===== src/rtl/ecc_scrub_pkg.sv =====
// Shared types and default sizing for the ECC scrub controller.
package ecc_scrub_pkg;

  localparam int DEF_ADDR_WIDTH     = 10;
  localparam int DEF_DATA_WIDTH     = 64;
  localparam int DEF_ECC_WIDTH      = 8;
  localparam int DEF_SCRUB_INTERVAL = 1024;
  localparam int DEF_SBE_THRESHOLD  = 16;
  localparam int DEF_RSP_TIMEOUT    = 64;
  localparam int DEF_CNT_WIDTH      = 16;

  typedef enum logic [2:0] {
    IDLE,
    WAIT,
    RD_REQ,
    RD_WAIT,
    CHECK,
    WR_REQ,
    ADVANCE
  } scrub_state_e;

endpackage


===== src/rtl/ecc_encoder.sv =====
// SEC/DED encoder: extended Hamming code with data in the non-power-of-two
// codeword positions, check bits at the powers of two and one overall parity bit.
module ecc_encoder #(
  parameter int DATA_WIDTH = 64,
  parameter int ECC_WIDTH  = 8
) (
  input  logic [DATA_WIDTH-1:0] data,
  output logic [ECC_WIDTH-1:0]  ecc
);

  // Data bits covered by Hamming check bit bit_idx.
  function automatic logic [DATA_WIDTH-1:0] check_mask(input int bit_idx);
    int d;
    d = 0;
    check_mask = '0;
    for (int pos = 3; d < DATA_WIDTH; pos++) begin
      if ((pos & (pos - 1)) != 0) begin
        if (((pos >> bit_idx) & 1) != 0) check_mask[d] = 1'b1;
        d++;
      end
    end
  endfunction

  logic [ECC_WIDTH-2:0] ham;

  for (genvar gi = 0; gi < ECC_WIDTH - 1; gi++) begin : g_chk
    localparam logic [DATA_WIDTH-1:0] MASK = check_mask(gi);
    assign ham[gi] = ^(data & MASK);
  end

  assign ecc = {^{data, ham}, ham};

endmodule


===== src/rtl/ecc_scrub_ctrl.sv =====
// Background ECC scrubber: walks the SRAM, writes back corrected SBE words, flags DBEs.
// Define ECC_SCRUB_ERRLOG_EN to add the first-fault address log (dbe_addr, dbe_addr_vld).
module ecc_scrub_ctrl
  import ecc_scrub_pkg::*;
#(
  parameter int ADDR_WIDTH     = DEF_ADDR_WIDTH,
  parameter int DATA_WIDTH     = DEF_DATA_WIDTH,
  parameter int ECC_WIDTH      = DEF_ECC_WIDTH,
  parameter int SCRUB_INTERVAL = DEF_SCRUB_INTERVAL,
  parameter int SBE_THRESHOLD  = DEF_SBE_THRESHOLD,
  parameter int RSP_TIMEOUT    = DEF_RSP_TIMEOUT,
  parameter int CNT_WIDTH      = DEF_CNT_WIDTH
) (
  input  logic                  clk,
  input  logic                  rst_n,
  input  logic                  scrub_en,
  input  logic                  host_busy,
  input  logic                  err_clr,
  output logic                  mem_req,
  input  logic                  mem_gnt,
  output logic                  mem_we,
  output logic [ADDR_WIDTH-1:0] mem_addr,
  output logic [DATA_WIDTH-1:0] mem_wdata,
  output logic [ECC_WIDTH-1:0]  mem_wecc,
  input  logic                  mem_rvalid,
  input  logic [DATA_WIDTH-1:0] dec_data,
  input  logic                  dec_sbe,
  input  logic                  dec_dbe,
  output logic [CNT_WIDTH-1:0]  sbe_count,
  output logic [CNT_WIDTH-1:0]  dbe_count,
  output logic                  sbe_irq,
  output logic                  dbe_fault,
  output logic                  pass_done
`ifdef ECC_SCRUB_ERRLOG_EN
  ,
  output logic [ADDR_WIDTH-1:0] dbe_addr,
  output logic                  dbe_addr_vld
`endif
);

  localparam int INTV_W = (SCRUB_INTERVAL > 1) ? $clog2(SCRUB_INTERVAL) : 1;
  localparam logic [INTV_W-1:0] INTV_LAST = INTV_W'(SCRUB_INTERVAL - 1);
  localparam int TMO_W = (RSP_TIMEOUT > 1) ? $clog2(RSP_TIMEOUT) : 1;
  localparam logic [TMO_W-1:0] TMO_LAST = TMO_W'(RSP_TIMEOUT - 1);
  localparam logic [CNT_WIDTH:0] SBE_THR = (CNT_WIDTH + 1)'(SBE_THRESHOLD);

  scrub_state_e state, state_next;

  logic [ADDR_WIDTH-1:0] addr;
  logic [INTV_W-1:0]     intv_cnt;
  logic [TMO_W-1:0]      tmo_cnt;
  logic [DATA_WIDTH-1:0] rd_data;
  logic                  rd_sbe;
  logic                  rd_dbe;
  logic                  sbe_evt;
  logic                  dbe_evt;
  logic                  tmo_evt;
  logic                  fault_evt;
  logic [CNT_WIDTH-1:0]  sbe_inc;
  logic [CNT_WIDTH-1:0]  dbe_inc;

  // Requests are gated combinationally so they drop in the same cycle host_busy rises.
  always_comb begin
    state_next = state;
    mem_req    = 1'b0;
    mem_we     = 1'b0;
    case (state)
      IDLE: begin
        if (scrub_en) state_next = WAIT;
      end
      WAIT: begin
        if (!scrub_en)                 state_next = IDLE;
        else if (intv_cnt == INTV_LAST) state_next = RD_REQ;
      end
      RD_REQ: begin
        mem_req = !host_busy;
        if (!host_busy && mem_gnt) state_next = RD_WAIT;
      end
      RD_WAIT: begin
        if (mem_rvalid)               state_next = CHECK;
        else if (tmo_cnt == TMO_LAST) state_next = ADVANCE;
      end
      CHECK: begin
        if (rd_sbe && !rd_dbe) state_next = WR_REQ;
        else                   state_next = ADVANCE;
      end
      WR_REQ: begin
        mem_req = !host_busy;
        mem_we  = !host_busy;
        if (!host_busy && mem_gnt) state_next = ADVANCE;
      end
      ADVANCE: begin
        state_next = scrub_en ? WAIT : IDLE;
      end
      default: state_next = IDLE;
    endcase
  end

  assign sbe_evt   = (state == CHECK) && rd_sbe && !rd_dbe;
  assign dbe_evt   = (state == CHECK) && rd_dbe;
  assign tmo_evt   = (state == RD_WAIT) && !mem_rvalid && (tmo_cnt == TMO_LAST);
  assign fault_evt = dbe_evt || tmo_evt;
  assign sbe_inc   = (&sbe_count) ? sbe_count : sbe_count + 1'b1;
  assign dbe_inc   = (&dbe_count) ? dbe_count : dbe_count + 1'b1;

  always_ff @(posedge clk or negedge rst_n) begin
    if (!rst_n) begin
      state     <= IDLE;
      addr      <= '0;
      intv_cnt  <= '0;
      tmo_cnt   <= '0;
      rd_data   <= '0;
      rd_sbe    <= 1'b0;
      rd_dbe    <= 1'b0;
      pass_done <= 1'b0;
    end else begin
      state     <= state_next;
      intv_cnt  <= (state == WAIT && state_next == WAIT) ? intv_cnt + 1'b1 : '0;
      tmo_cnt   <= (state == RD_WAIT) ? tmo_cnt + 1'b1 : '0;
      pass_done <= (state == ADVANCE) && (&addr);
      if (state == RD_WAIT && mem_rvalid) begin
        rd_data <= dec_data;
        rd_sbe  <= dec_sbe;
        rd_dbe  <= dec_dbe;
      end
      if (state == ADVANCE) addr <= addr + 1'b1;
    end
  end

  // err_clr takes priority over any increment landing in the same cycle.
  always_ff @(posedge clk or negedge rst_n) begin
    if (!rst_n) begin
      sbe_count <= '0;
      dbe_count <= '0;
      sbe_irq   <= 1'b0;
      dbe_fault <= 1'b0;
    end else if (err_clr) begin
      sbe_count <= '0;
      dbe_count <= '0;
      sbe_irq   <= 1'b0;
      dbe_fault <= 1'b0;
    end else begin
      if (sbe_evt) begin
        sbe_count <= sbe_inc;
        if ({1'b0, sbe_inc} >= SBE_THR) sbe_irq <= 1'b1;
      end
      if (dbe_evt)   dbe_count <= dbe_inc;
      if (fault_evt) dbe_fault <= 1'b1;
    end
  end

`ifdef ECC_SCRUB_ERRLOG_EN
  always_ff @(posedge clk or negedge rst_n) begin
    if (!rst_n) begin
      dbe_addr     <= '0;
      dbe_addr_vld <= 1'b0;
    end else if (err_clr) begin
      dbe_addr     <= '0;
      dbe_addr_vld <= 1'b0;
    end else if (fault_evt && !dbe_addr_vld) begin
      dbe_addr     <= addr;
      dbe_addr_vld <= 1'b1;
    end
  end
`endif

  assign mem_addr  = addr;
  assign mem_wdata = rd_data;

  ecc_encoder #(
    .DATA_WIDTH(DATA_WIDTH),
    .ECC_WIDTH (ECC_WIDTH)
  ) u_encoder (
    .data(rd_data),
    .ecc (mem_wecc)
  );

endmodule


===== config.mk =====
export PLATFORM = sky130hd
export DESIGN_NAME = ecc_scrub_ctrl
export DESIGN_NICKNAME = d
export VERILOG_FILES = /design/src/rtl/ecc_scrub_pkg.sv /design/src/rtl/ecc_encoder.sv /design/src/rtl/ecc_scrub_ctrl.sv
export SDC_FILE = /design/constraint.sdc
export NUM_CORES = 1
export LEC_CHECK = 0
export BUFFER_PORTS_ARGS = -buffer_cell sky130_fd_sc_hd__buf_2
export CORE_MARGIN = 4
export CORE_UTILIZATION = 42
export CTS_BUF_LIST = sky130_fd_sc_hd__clkbuf_4 sky130_fd_sc_hd__clkbuf_8 sky130_fd_sc_hd__clkbuf_16
export DETAILED_ROUTE_END_ITERATION = 10
export PLACE_DENSITY = 0.72
export SLEW_MARGIN = 10
export SYNTH_ARGS = -nofsm -noshare
export SYNTH_HDL_FRONTEND = slang
export SYNTH_HIERARCHICAL = 1
export SYNTH_SLANG_ARGS = --single-unit

===== constraint.sdc =====
create_clock -name clk -period 6.21 [get_ports clk]
set_input_delay 1.242 -clock clk [delete_from_list [all_inputs] [get_ports clk]]
set_output_delay 1.242 -clock clk [all_outputs]
set_load 0.1 [all_outputs]

; ---- Word-level counts from Yosys, hierarchy flattened
; Cells that the tools add are included.
[classes]
eq_ne = 10
reduce_logical = 33
n_addsub = 5
mux = 25
magnitude_cmp = 1
[ops]
columns = op, count
row1 = $reduce_xor 64->1, 7
row2 = $mux 16, 6
row3 = $reduce_xor 71->1, 1
row4 = $add 16x1->16 const B, 2
row5 = $reduce_and 16->1, 2
row6 = $mux 3, 7
row7 = $pmux 3 s7, 1
row8 = $add 10x1->10 const B, 2
row9 = $ge 16x5->1 const B, 1
row10 = $eq 10x10->1 const B, 1
row11 = $logic_and 1x1->1, 10
row12 = $mux 10, 1
row13 = $reduce_and 10->1, 1
row14 = $eq 3x3->1 const B, 3
row15 = $mux 1, 8
row16 = $reduce_bool 2->1, 4
row17 = $add 6x1->6 const B, 1
row18 = $eq 3x1->1 const B, 2
row19 = $eq 3x2->1 const B, 2
row20 = $eq 6x6->1 const B, 1
row21 = $mux 6, 1
row22 = $reduce_and 2->1, 2
row23 = $logic_not 1->1, 3
row24 = $logic_not 3->1, 1
row25 = other kinds (4), 4
[totals]
ff_bits = 130
out_inout_bits = 119
inputBits = 73
elab_cells = 86

; ---- Logic depth before layout (Yosys ltp)
[depth]
depth_word = 7
ltp_mapped = 8
depth_no_buf = 7

; ---- Modules after synthesis
; The synthesis kept the hierarchy.
[by_module_without_submodules]
columns = module, area_per_inst_um2, cells_each, instances, seq_area_each_um2
row1 = ecc_scrub_ctrl, 5794.3, 485, 1, 3253.1
row2 = ecc_encoder, 1301.2, 120, 1, 0.0

; ---- Worst setup path before layout
; Ideal clock, no wire load.
[synth_timing]
path_type = flip-flop to output port
start = register rd_data[42] (netlist: mem_wdata[42])
end = output mem_wecc[5]
required_time_ps = 4968
path_stages_with_launch = 6
slack_ps = 1188
t_arrival_ps = 3780
path_buffers = 0
path_cell_list = dfrtp_1 > xnor3_2 > xnor3_1 > xor2_1 > xnor2_1 > xor2_1
[synth_via]
elab_chain_cells = 1
[synth_rtl]
columns = item, line
row1 = "start, declared", ecc_scrub_ctrl.sv:52  ; logic [DATA_WIDTH-1:0] rd_data;
row2 = "start signal, assigned", ecc_scrub_ctrl.sv:122  ; rd_data <= dec_data;
row3 = $reduce_xor 64->1, ecc_encoder.sv:28  ; assign ham[gi] = ^(data & MASK);
row4 = "end, declared", ecc_scrub_ctrl.sv:24  ; output logic [ECC_WIDTH-1:0] mem_wecc,
; Every way passes these cells.

; ---- Worst setup path in the final report
[layout_timing]
start = register rd_data[63] (netlist: mem_wdata[63])
end = output mem_wecc[7]
[layout_via]
elab_chain_cells = 2
[layout_rtl]
columns = item, line
row1 = $reduce_xor 64->1, ecc_encoder.sv:28
row2 = $reduce_xor 71->1 *, ecc_encoder.sv:31  ; assign ecc = {^{data, ham}, ham};
; Mark *: on every way between the ends. The rest lies on a longest branch, timed or not.

==> metrics <==
share of cells above drive strength 1=38.5%; mapped cell area=7100 µm²; First-pass DRT Iterations=4; clk_skew=0.00754 ns; die width=138 µm; post-route minimum period=4.54 ns; reg2reg setup slack=3.48 ns; Synth Register Bits=130; Area growth syn-to-layout=24.8%; clk_lat worst skew=0.40 ns; reg2reg end=mem_wdata[42]; CP Data Required Time=4.97 ns; gr ovfl total=0; Post-Syn Nets=683; Hold Crit Depth=1; # IOs=192; TritonCTS Buffers=17; Hold Vio Cnt, Final=0; antenna cells=0; Pwr Density=215 nW/µm²; RD Place Congestion=0.785; Hold Buf Count CTS=0; Die Area=19,000 µm²; Synth async-reset ratio=100%; Total GRT Usage=17.7%; CP Cell Sequence=xor2_1 -> xnor2_1 -> xnor3_2 -> xnor3_1 -> xnor3_1 -> xnor3_1 -> buf_2; root buffer cell=clkbuf_16; CTS Buffer Depth=2; CTS tree=done; H-tree depth=4; final antenna-violating net count=0; Max VDD drop=0.000173 V; vias per cell=4.85; sequential cell area fraction in the yosys report=45.8%; Max Clk Rate=220 MHz; critical path's slowest cell=xnor3_2; Data arrival, critical path=3.30 ns; outcome=finished, final reports clean; worst r2r src=state[2]; drt initial violations=179; total of max-cap violations=0; most used cell, CP=xnor3_1; Die Height=138 µm; Core Region=16,600 µm²; Worst path top cell family by delay=XOR/XNOR gates; Rows=47; fin cells=1,033; setup TNS=0 ns; CP Class=flip-flop to output pin; YS warnings=6; Setup crit end kind=output pin; CTS resizes=0; Pleak=4.59 nW; Starting Density=42.8%; final setup vio count=0; DPL Wire Length=12,500 µm; routed len/inst=16.2 µm; via total after detailed routing=5,013; final core utilization=53.4%; # DRC=0; Worst Reg-to-Reg Cells=5; number of global-route vias before repair=4,978; Port Buffers=191; Final nets=878; Syn Area/Cell=11.7 µm²; cells after synthesis=605; Buf/Inv on CP=1; startpoint types=flip-flop; placed inst area=8270 µm²; first-pass GRT wire length=26,200 µm; CP max FO=4; cell area after layout=8860 µm²; WHS Endpoint=intv_cnt[0]; CTS clk-pin slew, worst paths=0.06 ns; largest net degree at the start of global routing=80; startpoint of the worst hold path=intv_cnt[0]; Slew HR=31.3%; synth unique cells=53; Tcrit/Tclk final=73.1%; RSZ-0062 raised after global routing=false; slowest stage delay, CP=0.52 ns; worst hold path type=flip-flop to flip-flop; main flop type after synthesis=dfrtp_1; EDFF count, synth=0; CTS Sinks=130; Post-CTS Setup Repair Bufs=0; Final Max Tran Viols=0; placed insts=1,001; Worst-Margin Slew=1.03 ns; initial antenna violation count=0; DRT Wirelength=16,700 µm
## Yosys cell counts, drive strengths merged, types with 3 or more instances
cell type,number,area (µm²)
nor2,61,229
xnor2,104,918
a21oi,6,30.0
and3,12,75.1
xnor3,13,300
mux2i,4,40.0
and4,6,52.6
nand2,32,120
nand3,20,100
nand2b,7,51.3
inv,7,26.3
nor3,9,56.3
buf,9,52.6
o21ai,7,35.0
dfrtp,130,3250
mux2,70,788
xor2,49,452
nand4,13,81.3
nor4,3,55.1
nand3b,3,22.5
clkbuf,8,30.0
ha,5,62.6
## layout by cell type, fill, tap and decap left out, types with 5 or more instances in the layout
master     synthesis  routed
buf_2              6     190
dfrtp_1          130     130
xnor2_1          103     103
mux2_2            70      70
nor2_1            61      61
xor2_1            46      46
nand2_1           32      31
nand3_1           20      20
clkbuf_16          0      17
nand4_1           13      13
and3_1            12      12
xnor3_1            9       9
nor3_1             8       8
inv_1              7       7
o21ai_0            7       7
and4_1             6       6
nand2b_1           6       6
a21oi_1            6       6
clkinv_4           0       6
ha_1               5       5
## how the worst max path moves through the flow
stage | endpoint | depth (start not counted) | slack (ns) | start
4_1_cts | mem_wecc[7] | 7 | 1.62 | mem_wdata[63]
3_5_place_dp | mem_wecc[7] | 7 | 2.11 | mem_wdata[63]
2_1_floorplan | mem_wecc[5] | 5 | 1.19 | mem_wdata[42]
6_report | mem_wecc[7] | 7 | 1.67 | mem_wdata[63]
3_3_place_gp | mem_wecc[7] | 7 | 2.18 | mem_wdata[63]
5_1_grt | mem_wecc[7] | 7 | 1.56 | mem_wdata[63]
## where the power goes
part,switching (W),total (W),internal [W]
Clock,0.000390,0.000991,0.000601
Combinational,0.0000364,0.0000585,0.0000222
Sequential,0.00000497,0.000854,0.000850
## stage by stage
| stage | power (W) | hold WS [ns] | worst slack, ns |
|---|---|---|---|
| floorplan | 0.000885 | 0.454 | 1.19 |
| global placement | 0.000930 | 0.472 | 2.18 |
| detailed placement | 0.000930 | 0.476 | 2.11 |
| CTS | 0.00193 | 0.484 | 1.62 |
| global route | 0.00198 | 0.505 | 1.56 |
| finish | 0.00190 | 0.483 | 1.67 |
## cell type report
class                   instances  area [µm²]
fillers                      1525        7720
repair buffers                193         977
well taps                     220         275
clock inverters                14         158
multi-input cells             451        3740
flip-flops and latches        130        3250
clock buffers                  18         433
inverters                       7        26.3
## cells by family after synthesis
| group | share of synthesized area, % |
|---|---|
| and+or+nand+nor | 13.4 |
| xor gates and xnor gates | 24.3 |
| muxes | 11.7 |
| DFF | 45.8 |
| AOI/OAI and AO/OA | 2.42 |
| adders and majority gates | 0.882 |
| buffers and inverters | 1.53 |
## routing by layer
layer  share of wire (%)  vias up  routed length [µm]  global-route usage (%)
li1                    -     2449                   -                       -
met1                  42     2417                7080                    21.9
met2                  50      137                8280                    30.3
met3                 7.1       10                1200                    5.33
met4                 1.0        0                 172                    4.45
met5                   0        -                   0                       0
## state kept, by name, indices dropped and copies added (netlist names)
name and count:
dbe_count 16, dbe_fault 1, intv_cnt 10, mem_addr 10, mem_wdata 64, pass_done 1
rd_dbe 1, rd_sbe 1, sbe_count 16, sbe_irq 1, state 3, tmo_cnt 6
Power figures use the tool's default switching activity.
